$ cat config.mk
export PLATFORM = sky130hd
export DESIGN_NAME = gate_unit_seq
export DESIGN_NICKNAME = d
export VERILOG_FILES = /design/src/rtl/gate_unit_seq.sv
export SDC_FILE = /design/constraint.sdc
export NUM_CORES = 1
export LEC_CHECK = 0
export CAP_MARGIN = 40
export CORE_UTILIZATION = 58
export DETAILED_ROUTE_END_ITERATION = 8
export PLACE_DENSITY_LB_ADDON = 0.2
export SLEW_MARGIN = 20
export SYNTH_ARGS = -nofsm -noshare
export SYNTH_HDL_FRONTEND = slang
export SYNTH_SLANG_ARGS = --single-unit
$ cat constraint.sdc
create_clock -name clk -period 1.9 [get_ports clk]
set_input_delay 0.475 -clock clk [delete_from_list [all_inputs] [get_ports clk]]
set_output_delay 0.475 -clock clk [all_outputs]
set_load 0.005 [all_outputs]
$ cat src/rtl/gate_unit_seq.sv
// ============================================================================
// Module   : gate_unit_seq
// Brief    : N-bit, 8-function two-operand logic unit with valid/ready
//            handshake; parallel (1 cycle) or bit-serial LSB-first evaluation.
//            Optional popcount output enabled by macro GATE_POPCOUNT_EN.
// Revision : 1.0 - initial release
// ============================================================================
`default_nettype none

module gate_unit_seq #(
    parameter int WIDTH = 8,
    parameter int CNT_W = $clog2(WIDTH + 1)
) (
    input  logic             clk,
    input  logic             rst_n,
    input  logic             in_valid,
    output logic             in_ready,
    input  logic [WIDTH-1:0] a,
    input  logic [WIDTH-1:0] b,
    input  logic [2:0]       op,
    input  logic             serial,
    output logic             out_valid,
    input  logic             out_ready,
    output logic [WIDTH-1:0] s,
    output logic             busy
`ifdef GATE_POPCOUNT_EN
    ,
    output logic [CNT_W-1:0] ones
`endif
);

    localparam logic [1:0] c_idle = 2'd0;
    localparam logic [1:0] c_run  = 2'd1;
    localparam logic [1:0] c_hold = 2'd2;

    localparam logic [CNT_W-1:0] c_last = CNT_W'(WIDTH - 1);

    function automatic logic [WIDTH-1:0] f_gate(
        input logic [2:0]       fop,
        input logic [WIDTH-1:0] fa,
        input logic [WIDTH-1:0] fb
    );
        logic [WIDTH-1:0] res;
        case (fop)
            3'd0:    res = fa & fb;
            3'd1:    res = fa | fb;
            3'd2:    res = ~(fa & fb);
            3'd3:    res = ~(fa | fb);
            3'd4:    res = fa ^ fb;
            3'd5:    res = ~(fa ^ fb);
            3'd6:    res = ~fa & fb;
            default: res = fa & ~fb;
        endcase
        return res;
    endfunction

    logic [1:0]       r_state;
    logic [1:0]       w_next_state;
    logic [WIDTH-1:0] r_a;
    logic [WIDTH-1:0] r_b;
    logic [2:0]       r_op;
    logic [CNT_W-1:0] r_cnt;
    logic [WIDTH-1:0] r_s;
    logic [WIDTH-1:0] w_f_in;
    logic [WIDTH-1:0] w_f_lat;
    logic [WIDTH-1:0] w_mask;
    logic             w_accept;

    assign w_f_in   = f_gate(op, a, b);
    assign w_f_lat  = f_gate(r_op, r_a, r_b);
    assign w_accept = in_valid & in_ready;
    assign s        = r_s;

    // One-hot select of the bit position being evaluated in RUN
    always_comb begin
        w_mask = '0;
        for (int i = 0; i < WIDTH; i++) begin
            w_mask[i] = (r_cnt == CNT_W'(i));
        end
    end

    always_ff @(posedge clk or negedge rst_n) begin
        if (!rst_n) begin
            r_state <= c_idle;
        end else begin
            r_state <= w_next_state;
        end
    end

    always_comb begin
        w_next_state = r_state;
        case (r_state)
            c_idle: begin
                if (in_valid) begin
                    w_next_state = serial ? c_run : c_hold;
                end
            end
            c_run: begin
                if (r_cnt == c_last) begin
                    w_next_state = c_hold;
                end
            end
            c_hold: begin
                if (out_ready) begin
                    w_next_state = c_idle;
                end
            end
            default: w_next_state = c_idle;
        endcase
    end

    always_comb begin
        in_ready  = (r_state == c_idle);
        busy      = (r_state == c_run);
        out_valid = (r_state == c_hold);
    end

    always_ff @(posedge clk or negedge rst_n) begin
        if (!rst_n) begin
            r_a   <= '0;
            r_b   <= '0;
            r_op  <= '0;
            r_cnt <= '0;
            r_s   <= '0;
        end else begin
            case (r_state)
                c_idle: begin
                    if (w_accept) begin
                        r_a   <= a;
                        r_b   <= b;
                        r_op  <= op;
                        r_cnt <= '0;
                        r_s   <= serial ? '0 : w_f_in;
                    end
                end
                c_run: begin
                    // Unevaluated bits are still 0, so OR-ing in one bit is exact
                    r_s   <= r_s | (w_f_lat & w_mask);
                    r_cnt <= (r_cnt == c_last) ? '0 : r_cnt + 1'b1;
                end
                default: ;
            endcase
        end
    end

`ifdef GATE_POPCOUNT_EN
    logic [CNT_W-1:0] r_ones;
    logic [CNT_W-1:0] w_pop_in;

    always_comb begin
        w_pop_in = '0;
        for (int i = 0; i < WIDTH; i++) begin
            w_pop_in = w_pop_in + {{(CNT_W-1){1'b0}}, w_f_in[i]};
        end
    end

    always_ff @(posedge clk or negedge rst_n) begin
        if (!rst_n) begin
            r_ones <= '0;
        end else begin
            case (r_state)
                c_idle: begin
                    if (w_accept) begin
                        r_ones <= serial ? '0 : w_pop_in;
                    end
                end
                c_run: begin
                    if (|(w_f_lat & w_mask)) begin
                        r_ones <= r_ones + 1'b1;
                    end
                end
                default: ;
            endcase
        end
    end

    assign ones = r_ones;
`endif

endmodule

`default_nettype wire

==> results.ini, run 1 <==
[status]
outcome=complete, no violations

[floorplan]
placementRows=27
core-area_um2=5610
dieArea_um2=6200
start_util_pct=60.9
io_pins=35
fp.dieW_um=78.7
dieHeight_um=78.7

[min_path]
hp-class=register to register
hold_path_depth=2
holdCritStartpoint=s[4]
holdPathEnd=s[4]

[timing]
finalCritPeriodShare_pct=98.0
fmax_mhz=537
rsz0062_at_grt=true
setup_violations=0
whs_ns=0.514
period_needed_ns=1.86
slew_headroom_pct=71.1
setup_tns_ns=0
skew_ns=0.00847
slew_viol_final=0
hold_viol_final=0
worst_pin_slew_ns=0.434

[layout]
final_area_um2=4310
drive_gt1_share_pct=18.3
antenna_cells=0
utilization_pct=76.8
final_nets=567
area_delta_synth_final_pct=26.0
instances_no_fill=547

[detailed_routing]
dr_total_vias=3056
first_pass_iters=4
antenna_left=0
totalWireLength_mm=8.51
post-route-drc-count=0
drtIter0Drc=200
via_per_inst=5.59
wl_per_cell_um=15.6

[logic_synthesis]
yosysUniqueCellTypes=50
async_flop_share_pct=100
synth_area_per_cell_um2=8.65
yosys_warnings=0
yosys_most_used_dff=dfrtp_1
synth-edff-count=0
synth_nets=487
syn_inst=395
yosysSeqAreaShare_pct=24.2
syn_area_um2=3420
ys_seq_elements=33

[global_route]
grt_use_total_pct=28.8
overflow=0
grt_max_degree=46
grt_pass1_wl_mm=13.8
antenna_found_initial=0
grt_pass1_vias=3013

[power]
leakage_nw=2.13
p_comb_share_pct=61.1
power_frac_seq_pct=28.0
swShare_pct=43.7
p_int_w=0.00281
powerDensity_nw_per_um2=1160
power.share.clock_pct=10.9
switching_power_w=0.00218
ir_drop_v=0.000677

[critical_path]
cp.arrival_ns=1.39
cp_max_fo=4
critPathSlowestCell=clkdlybuf4s50_1
slowest_delay_ns=0.48
r2r_end=s[4]
cp_cell_sequence=nand2b_4 > inv_4 > clkdlybuf4s50_1
worstReg2RegStart=r_op[0]
path_delay_family=buffers and inverters
cp_num_cells=3
critPathRequiredTime_ns=1.42
critPathCaptureType=output port
crit_buf_inv=2
startpoint_type=register
critPathKind=register to output port
reg2reg_slack_ns=0.19
reg2reg_depth=5

[placed_design]
gp_congestion=0.873
hpwl_mm=6.51
dpl-instance-area_um2=4150
dp.cells=539
portBuffers=34

[clocking]
insertion_delay_ns=0.29
cts_hold_buf=0
cts.clk_slew.worst_paths_ns=0.07
cts_tree=yes
cts_num_sinks=33
cts-buffers-inserted=5
htree_num_levels=2
cts_root_buf=clkbuf_8
cts_buffer_depth=2

[flow_run]
drv_cap=0

-- stage by stage --
stage	power, W	setup slack, ns
after floorplan	0.00344	0.246
after global placement	0.00419	-0.297
after detailed placement	0.00433	-0.330
after CTS	0.00494	0.00256
after global routing	0.00539	-0.0791
final	0.00499	0.0385
-- worst max-delay path by stage --
stage                     from   end  slack, ns
floorplan                 a[7]  s[7]       0.25
global placement          a[7]  s[7]      -0.30
detailed placement        a[7]  s[7]      -0.33
CTS                       a[5]  s[5]      0.003
global route              a[5]  s[5]      -0.08
finish              r_state[1]  busy       0.04
-- cell families after synthesis --
logic type	Yosys count	share of synthesized area (%)
compound gates	99	18.5
xor+xnor	21	5.38
fa+ha+maj	68	24.9
buf+inv	58	8.83
flops	33	24.2
mux	11	3.70
simple gates	105	14.5
-- placed cells by master, fill, tap and decap left out, drive strengths merged, types with 2 or more instances in the layout --
cell            n
nor2           17
mux2            7
and3            2
dlymetal6s2s    5
inv            39
a22oi           5
o221ai          3
dfrtp          33
mux2i           4
o22ai          11
nor3            5
nand3b          5
nand3           9
o31ai           2
nand2b          6
o2111ai         3
xnor2           9
or2             3
nand2          48
clkbuf          7
a211oi          7
nor2b           7
a21oi          10
ha             68
dlygate4sd2     2
a221oi          2
clkdlybuf4s50  27
o211ai          8
buf            58
xor2           12
o21ai          38
a22o            3
-- flip-flops by register name, indices dropped and copies added (netlist names) --
signal / flops
r_state: 2
r_b: 8
r_op: 3
r_cnt: 4
r_a: 8
s: 8
-- area by class of cell --
class | count | area [um^2]
Multi-Input combinational cell | 304 | 2340
Fill cell | 431 | 1300
Sequential cell | 33 | 827
Timing Repair Buffer | 92 | 815
Inverter | 39 | 149
Tap cell | 72 | 90.1
Clock buffer | 7 | 86.3
-- routing by layer --
metal / global-route usage (%) / wire length [um] / vias to the layer above
met5: 0 / 0 / -
met4: 11.9 / 140 / 0
met3: 3.22 / 381 / 15
met2: 49.7 / 4190 / 92
met1: 36.3 / 3790 / 1433
li1: - / - / 1516
-- Yosys cell counts, drive strengths merged, types with 4 or more instances --
cell type  instances  area share [%]
nand2b             6             1.2
nand2             48             5.3
nand3              9             1.3
a211oi             7             1.5
a22oi              5             1.1
xnor2              9             2.3
o22ai             11             2.0
mux2i              4             1.2
nand3b             5             1.1
buf               19             4.5
nor2b              7             1.3
a21oi             10             1.5
o211ai             8             1.8
nor2              17             1.9
inv               39             4.4
nor3               5            0.88
mux2               7             2.5
ha                68              25
dfrtp             33              24
xor2              12             3.1
o21ai             38             5.6
-- tightest hold or removal path, stage by stage (launching register included) --
cell	delay [ns]
dfrtp_1	0.34
nand2_1	0.06
o211ai_1	0.07
-- power groups by stage --
stage | sequential, W | clock, W | combinational (W)
floorplan | 0.00125 | 0 | 0.00218
global placement | 0.00136 | 0 | 0.00283
detailed placement | 0.00139 | 0 | 0.00295
CTS | 0.00139 | 0.000546 | 0.00300
global route | 0.00144 | 0.000569 | 0.00338
finish | 0.00140 | 0.000546 | 0.00305
-- repair_timing --
| item | 4_1_cts | 5_1_grt |
|---|---|---|
| setup buffers | 1 | 0 |
| gates resized for setup | 5 | 15 |
| endpoints found under the setup margin | 5 | 7 |
| pin swaps | 3 | 5 |
Note: power is estimated with default switching activity, not from simulation.
==> inputs of run 2 (changes only) <==
CTS_CLUSTER_SIZE = 16   (was unset)
SETUP_SLACK_MARGIN = 0.1   (was unset)
==> run 2 against run 1 <==
Compared with the run above:
- core utilization rose by 0.42 points
- combinational power barely moved
- final cell count increased by 0.18%
- clock power barely moved
- maximum frequency is 4.7% higher
==> results.ini, run 2 (synthesis gave the netlist of run 1 again) <==
[min_path]
holdCritStartpoint=s[7]  ; was s[4]
hp-class=register to register  ; unchanged

[layout]
final_cell_mix=66 x ha_1, 56 x buf_4, 48 x nand2_1  ; was 67 x ha_1, 55 x buf_4, 48 x nand2_1
final_nets=568  ; was 567
antenna_cells=0  ; unchanged
utilization_pct=77.2  ; was 76.8%
drive_gt1_share_pct=19.7  ; was 18.3%
final_common_cell=ha_1  ; unchanged
area_delta_synth_final_pct=26.7  ; was 26.0%

[detailed_routing]
first_pass_iters=4  ; unchanged
wl_per_cell_um=15.6  ; about the same
totalWireLength_mm=8.56  ; was 8.51 mm
dr_total_vias=3068  ; was 3056
post-route-drc-count=0  ; unchanged
drtIter0Drc=196  ; was 200
via_per_inst=5.60  ; was 5.59
antenna_left=0  ; unchanged

[timing]
slew_viol_final=0  ; unchanged
worst_pin_slew_ns=0.431  ; was 0.434 ns
skew_ns=0.00907  ; was 0.00847 ns
slew_headroom_pct=71.2  ; was 71.1%
setup_violations=0  ; unchanged
rsz0062_at_grt=true  ; unchanged
period_needed_ns=1.78  ; was 1.86 ns
fmax_mhz=563  ; was 537 MHz
finalCritPeriodShare_pct=93.6  ; was 98.0%
hold_viol_final=0  ; unchanged

[clocking]
htree_num_levels=2  ; unchanged
cts_root_buf=clkbuf_8  ; unchanged
cts.clk_slew.worst_paths_ns=0.06  ; was 0.07 ns
insertion_delay_ns=0.29  ; about the same
cts_tree=yes  ; unchanged
cts_hold_buf=0  ; unchanged
cts_num_sinks=33  ; unchanged
cts-buffers-inserted=5  ; unchanged
cts_buffer_depth=2  ; unchanged

[floorplan]
start_util_pct=60.9  ; unchanged
fp.dieW_um=78.7  ; unchanged
dieArea_um2=6200  ; unchanged
dieHeight_um=78.7  ; unchanged
io_pins=35  ; unchanged
placementRows=27  ; unchanged
core-area_um2=5610  ; unchanged

[critical_path]
startpoint_type=primary input  ; was register
cp.arrival_ns=1.98  ; was 1.39 ns
crit_buf_inv=2  ; unchanged
critPathSlowestCell=clkdlybuf4s50_1  ; unchanged
slowest_delay_ns=0.51  ; was 0.48 ns
worstSetupStartpoint=a[2]  ; was r_state[1]
critPathRequiredTime_ns=2.10  ; was 1.42 ns
critPathKind=primary input to register  ; was register to output port
cp_max_fo=3  ; was 4
worstReg2RegStart=r_op[0]  ; unchanged
critPathCaptureType=register  ; was output port
path_delay_family=compound AO/OA/AOI/OAI gates  ; was buffers and inverters
reg2reg_slack_ns=0.19  ; about the same
cp_cell_sequence=clkdlybuf4s50_1 > inv_1 > ha_1 > o22ai_1 > a211oi_2 > o21ai_2 > a22oi_1  ; was nand2b_4 > inv_4 > clkdlybuf4s50_1

[global_route]
overflow=0  ; unchanged
antenna_found_initial=0  ; unchanged
grt_pass1_vias=3021  ; was 3013
grt_max_degree=46  ; unchanged
grt_use_total_pct=28.9  ; was 28.8%
grt_pass1_wl_mm=13.9  ; was 13.8 mm

[status]
outcome=complete, no violations  ; unchanged

[placed_design]
portBuffers=34  ; unchanged
gp_congestion=0.873  ; unchanged
hpwl_mm=6.51  ; unchanged

[power]
powerDensity_nw_per_um2=1150  ; was 1160 nW/um^2
leakage_nw=2.17  ; was 2.13 nW
ir_drop_v=0.000679  ; was 0.000677 V
finalPower_w=0.00499  ; about the same

[flow_run]
drv_cap=0  ; unchanged

[run 2: per-layer routing]
layer,global-route usage (%),wire length (um),part of all wire (%),vias up
li1,-,-,-,1515
met1,36.4,3840,45,1450
met2,50.2,4190,49,86
met3,3.22,332,3.9,17
met4,11.9,197,2.3,0
met5,0,0,0,-
[run 2: final timing paths]
check	end	depth (start not counted)
setup / recovery	s[2]	7
hold / removal	s[7]	2
setup reg to reg	s[4]	5
hold reg to reg	s[7]	2
max in group asynchronous	r_state[0]	2
min in group asynchronous	r_a[3]	2
[run 2: area by class of cell]
type                       count  area (um^2)
sequential                    33          827
tap                           72         90.1
inverter                      39          149
timing repair buffer          93          822
multi-input combinational    304         2350
fill                         422         1280
clock buffer                   7         86.3
[run 2: power breakdown]
part / switching [W] / internal, W
registers: 0.000364 / 0.00103
logic: 0.00157 / 0.00148
clock network: 0.000255 / 0.000287
total: 0.00219 / 0.00280
[run 2: stage by stage]
step           worst slack (ns)  hold WS (ns)  cell area (um^2)  TNS [ns]  std cells
3_5_place_dp             -0.330         0.493              4150     -1.71        539
2_1_floorplan             0.246         0.179              3420         0        395
5_1_grt                  0.0675         0.528              4330         0        548
6_report                  0.122         0.511              4330         0        548
3_3_place_gp             -0.297         0.487              4150     -1.50        539
4_1_cts                   0.104         0.509              4260         0        548
[run 2: timing repair]
item / 4_1_cts / 5_1_grt
buffers inserted: 2 / 0
resized for setup: 14 / 20
pin swaps: 7 / 0
setup endpoints to repair: 6 / 8
[run 2: worst register-to-register path: stages (launching register included)]
cell and delay [ns]:
dfrtp_1 0.57, nand2b_1 0.33, o22ai_1 0.14, a31o_2 0.22, o2111ai_1 0.17, o211ai_1 0.14
